**config.mk**
```make
export PLATFORM = sky130hd
export DESIGN_NAME = fpu_request_master
export DESIGN_NICKNAME = d
export VERILOG_FILES = /design/src/rtl/fpu_request_master.sv
export SDC_FILE = /design/constraint.sdc
export NUM_CORES = 1
export LEC_CHECK = 0
export BUFFER_PORTS_ARGS = -buffer_cell sky130_fd_sc_hd__buf_4
export CORE_AREA = 2 2 203 205
export DETAILED_ROUTE_END_ITERATION = 8
export DIE_AREA = 0 0 205 207
export MAX_ROUTING_LAYER = met4
export PLACE_DENSITY = 0.46
export SKIP_LAST_GASP = 1
export SLEW_MARGIN = 40
export SYNTH_ARGS = -nofsm -noshare
export SYNTH_HDL_FRONTEND = slang
export SYNTH_SLANG_ARGS = --single-unit
export TNS_END_PERCENT = 5
```
**constraint.sdc**
```tcl
create_clock -name clk -period 10.1 [get_ports clk]
set_clock_uncertainty 0.05 [all_clocks]
set_input_delay 0 -clock clk [delete_from_list [all_inputs] [get_ports clk]]
set_output_delay 0 -clock clk [all_outputs]
set_load 0.01 [all_outputs]
```
**src/rtl/fpu_request_master.sv**
```systemverilog
// rtl/fpu_request_master.sv - command/response initiator for the divide/sqrt unit with per-phase watchdog
module fpu_request_master #(
    parameter int TIMEOUT_CYCLES = 1024,
    parameter int CNT_W          = 16
) (
    input  logic             clk,
    input  logic             rst,
    input  logic             cmd_valid,
    output logic             cmd_ready,
    input  logic [1:0]       cmd_op,
    input  logic [63:0]      cmd_a,
    input  logic [63:0]      cmd_b,
    output logic [1:0]       process,
    output logic [31:0]      a_s,
    output logic [31:0]      b_s,
    output logic [63:0]      a_d,
    output logic [63:0]      b_d,
    output logic             a_stb,
    output logic             b_stb,
    input  logic             a_ack,
    input  logic             b_ack,
    input  logic [31:0]      zs,
    input  logic [63:0]      zd,
    input  logic             z_stb,
    output logic             z_ack,
    output logic             rsp_valid,
    input  logic             rsp_ready,
    output logic [63:0]      rsp_data,
    output logic [1:0]       rsp_op,
    output logic             rsp_timeout,
    output logic             fpu_hang,
    output logic [CNT_W-1:0] op_count
);
    typedef enum logic [2:0] {IDLE, SEND_A, SEND_B, WAIT_Z, RESP} state_t;

    localparam logic [CNT_W-1:0] WD_LAST = CNT_W'(TIMEOUT_CYCLES > 0 ? TIMEOUT_CYCLES - 1 : 0);

    state_t            state_q;
    logic [1:0]        op_q;
    logic [63:0]       a_q, b_q;
    logic [CNT_W-1:0]  wd_cnt_q, op_count_q;
    logic              cmd_ready_q, a_stb_q, b_stb_q, z_ack_q;
    logic              rsp_valid_q, rsp_timeout_q, fpu_hang_q;
    logic [63:0]       rsp_data_q;
    logic [1:0]        rsp_op_q;
    logic              phase_hs, wd_expire;

    // Handshake that would end the current phase on this edge.
    always_comb begin
        phase_hs = 1'b0;
        case (state_q)
            SEND_A:  phase_hs = a_ack;
            SEND_B:  phase_hs = b_ack;
            WAIT_Z:  phase_hs = z_stb;
            default: phase_hs = 1'b0;
        endcase
    end

    assign wd_expire = (TIMEOUT_CYCLES != 0) && (wd_cnt_q == WD_LAST);

    always_ff @(posedge clk or posedge rst) begin
        if (rst) begin
            state_q       <= IDLE;
            op_q          <= 2'd0;
            a_q           <= 64'd0;
            b_q           <= 64'd0;
            wd_cnt_q      <= '0;
            op_count_q    <= '0;
            cmd_ready_q   <= 1'b1;
            a_stb_q       <= 1'b0;
            b_stb_q       <= 1'b0;
            z_ack_q       <= 1'b0;
            rsp_valid_q   <= 1'b0;
            rsp_timeout_q <= 1'b0;
            fpu_hang_q    <= 1'b0;
            rsp_data_q    <= 64'd0;
            rsp_op_q      <= 2'd0;
        end else begin
            case (state_q)
                IDLE: begin
                    if (cmd_valid) begin
                        op_q        <= cmd_op;
                        a_q         <= cmd_a;
                        b_q         <= cmd_b;
                        cmd_ready_q <= 1'b0;
                        a_stb_q     <= 1'b1;
                        wd_cnt_q    <= '0;
                        state_q     <= SEND_A;
                    end
                end
                SEND_A, SEND_B, WAIT_Z: begin
                    if (phase_hs) begin
                        wd_cnt_q <= '0;
                        a_stb_q  <= 1'b0;
                        b_stb_q  <= 1'b0;
                        z_ack_q  <= 1'b0;
                        if (state_q == SEND_A && !op_q[0]) begin
                            state_q <= SEND_B;
                            b_stb_q <= 1'b1;
                        end else if (state_q != WAIT_Z) begin
                            state_q <= WAIT_Z;
                            z_ack_q <= 1'b1;
                        end else begin
                            state_q       <= RESP;
                            rsp_valid_q   <= 1'b1;
                            rsp_timeout_q <= 1'b0;
                            rsp_op_q      <= op_q;
                            rsp_data_q    <= op_q[1] ? zd : {32'd0, zs};
                        end
                    end else if (wd_expire) begin
                        // Hung unit: abandon the phase and report instead of stalling.
                        wd_cnt_q      <= '0;
                        a_stb_q       <= 1'b0;
                        b_stb_q       <= 1'b0;
                        z_ack_q       <= 1'b0;
                        state_q       <= RESP;
                        rsp_valid_q   <= 1'b1;
                        rsp_timeout_q <= 1'b1;
                        rsp_op_q      <= op_q;
                        rsp_data_q    <= 64'd0;
                        fpu_hang_q    <= 1'b1;
                    end else begin
                        wd_cnt_q <= wd_cnt_q + 1'b1;
                    end
                end
                RESP: begin
                    if (rsp_ready) begin
                        rsp_valid_q <= 1'b0;
                        cmd_ready_q <= 1'b1;
                        state_q     <= IDLE;
                        if (!rsp_timeout_q) begin
                            op_count_q <= op_count_q + 1'b1;
                        end
                    end
                end
                default: state_q <= IDLE;
            endcase
        end
    end

    assign cmd_ready   = cmd_ready_q;
    assign process     = op_q;
    assign a_s         = a_q[31:0];
    assign b_s         = b_q[31:0];
    assign a_d         = a_q;
    assign b_d         = b_q;
    assign a_stb       = a_stb_q;
    assign b_stb       = b_stb_q;
    assign z_ack       = z_ack_q;
    assign rsp_valid   = rsp_valid_q;
    assign rsp_data    = rsp_data_q;
    assign rsp_op      = rsp_op_q;
    assign rsp_timeout = rsp_timeout_q;
    assign fpu_hang    = fpu_hang_q;
    assign op_count    = op_count_q;
endmodule
```
==> metrics.csv <==
metric,value,unit
cp-end-kind,flop,
grt_first_pass_wirelength,53200,um
tns,0,ns
drc_errors,0,
synth_top_area_cell,dfrtp_1,
cts_root_buf,clkbuf_16,
total_leakage_power,8.58,nW
max_slew_margin,0.455,
finalPower,5.05,mW
antenna_left,0,
core,40400,um2
initial_core_util,0.260,
slowest_stage,buf_4,
ir_drop,0.189,mV
drv_slew,0,
worst_pin_slew,0.812,ns
ctsHoldBuffers,230,
r2r_cells,7,
htree_levels,1,
cts_made_buffers,30,
vias,8738,
syn_nets,1022,
clockBufferDepth,3,
port_buffers,515,
startpoint,wd_cnt_q[1],
syn_to_final_growth,69.0,%
die-height,207,um
post_cts_resized,0,
hold_ws,-0.00335,ns
clkLatencyLatePin,0.56,ns
place.gp.congestion,0.781,
yosys_warnings,0,
arrival,3.64,ns
regToRegSetupSlack,6.86,ns
worstSetupPathType,flop to flop,
drtIter0Drc,253,
design_area,17700,um2
grt_max_degree,112,
dpl.hpwl,24800,um
synth_top_area_share,0.565,
cts.sinks,238,
nNetsFinal,1700,
cts_post_setup_buffers_inserted,0,
first_pass_iters,4,
cp.required,10.50,ns
wl_met2,17600,um
grt_use_total,0.163,
yosys_most_used_dff,dfrtp_1,
min_period_over_period,0.321,
worst_r2r_endpoint,rsp_data[14],
routed_wl,34700,um
viasPerCell,4.32,
post-route-util,0.439,
tritoncts,done,
wl_met3,2010,um
synth.most_common_cell,dfrtp_1,
fillers,3766,
synth_cell_types,49,
setup_viol,0,
num_rows,74,
synthTopCellsByCount,"dfrtp_1 (237), mux2_2 (191), buf_4 (67)",
p_per_area,285,nW/um2
drive_above_1_share,0.526,
status,"complete, but fails checks",
period_minus_slack,3.24,ns
yosys-top-cells-area,"dfrtp_1 (57%), mux2_2 (20%), buf_4 (4.8%), mux2i_1 (3.1%), and3_1 (2.2%)",
top_layer_used,met4,
crit_chain,ha_1 -> and3_1 -> nand4_2 -> a2111oi_4 -> clkbuf_4 -> buf_4 -> mux2_2,
avgSynthCellArea,13.3,um2
hold_violations,7,
violations,negative hold slack,
gr-total-overflow,0,
met1_length,13900,um
boundaryPins,516,
wl_per_cell,17.1,um
place_area,14400,um2
synth_edf_count,0,
die_w,205,um
grt_antenna_before_repair,3,
die_area,42400,um2
synth_seq_area_share,0.568,
r2r-start,wd_cnt_q[1],
startpoint_type,flop,
rsz0062_at_grt,false,
first_global_vias,9302,
synthCells,787,
max_cap_viol_count,0,
ys_ff_latch,238,
synth_area,10500,um2
cts.clk_slew.worst_paths,0.06,ns
crit_fanout,58,
slowest_delay,0.64,ns
fmax,0.308,GHz
hold_path.class,input port to async pin,
async_reset_ff_frac,1.00,
[kinds of logic after synthesis]
group / after synthesis / share of synthesized area
flip-flops: 238 / 0.568
AO/OA/AOI/OAI: 42 / 0.0279
adder cells (fa/ha/maj): 2 / 0.00238
AND/OR/NAND/NOR: 144 / 0.0763
XOR/XNOR: 17 / 0.0142
multiplexers: 231 / 0.244
buffers and inverters: 113 / 0.0676
[final cells by class]
cell class	instances	area (um2)	share of cell area
timing repair buffer	754	6250	0.352
sequential	238	5960	0.336
multi-input combinational	436	3840	0.217
clock buffer	45	917	0.0517
tap	532	666	0.0375
clock inverter	9	67.6	0.00381
inverter	5	31.3	0.00176
antenna	3	7.51	0.000423
[worst max-delay path, delay by kind of cell, from the launching register on]
| kind | cells | cell delay [ns] |
|---|---|---|
| muxes | 1 | 0.42 |
| AOI/OAI and AO/OA | 1 | 0.55 |
| adders and majority gates | 1 | 0.23 |
| and+or+nand+nor | 2 | 0.50 |
| buffers and inverters | 2 | 0.95 |
| DFF | 1 | 0.40 |
[flip-flops by register name, indices dropped and copies added (netlist names), 2 cells and up]
name,count
rsp_data,64
b_d,64
a_d,64
wd_cnt_q,16
state_q,3
rsp_op,2
process,2
op_count,16
[metrics by stage]
step	cells	setup slack [ns]	hold slack, ns
after floorplan	787	3.52	0.0460
after global placement	1734	6.68	0.160
after detailed placement	1734	6.66	0.162
after CTS	2018	6.63	0.00646
after global routing	2022	6.60	0.0365
final	2022	6.86	-0.00335
[how the worst max path moves through the flow]
| stage | endpoint |
|---|---|
| after global placement | rsp_data[53] |
| after CTS | rsp_data[38] |
| after floorplan | a_d[0] |
| final | rsp_data[14] |
| after detailed placement | rsp_data[38] |
| after global routing | rsp_data[56] |
[where the power goes]
part	total, mW	switching [mW]	internal, mW	leakage [nW]
Sequential	1.68	0.314	1.37	2.99
Combinational	2.32	1.00	1.32	5.11
Clock	1.05	0.422	0.624	0.481
Total	5.05	1.74	3.31	8.58
[layout by cell type (no fill, tap or decap), types with 12 or more instances in the layout]
cell type and n:
a21oi_1 13, and3_1 37, buf_4 520, clkbuf_16 30, dfrtp_1 236, dlygate4sd3_1 230
mux2_2 191, mux2i_1 33, nand2_1 12, nand3_1 13, nor2_1 41
[per-layer routing]
| metal | global-route usage | up-vias |
|---|---|---|
| li1 | - | 4097 |
| met1 | 0.189 | 4307 |
| met2 | 0.281 | 272 |
| met3 | 0.0356 | 62 |
| met4 | 0.0518 | 0 |
| met5 | - | - |
(Power assumes the default switching activity.)
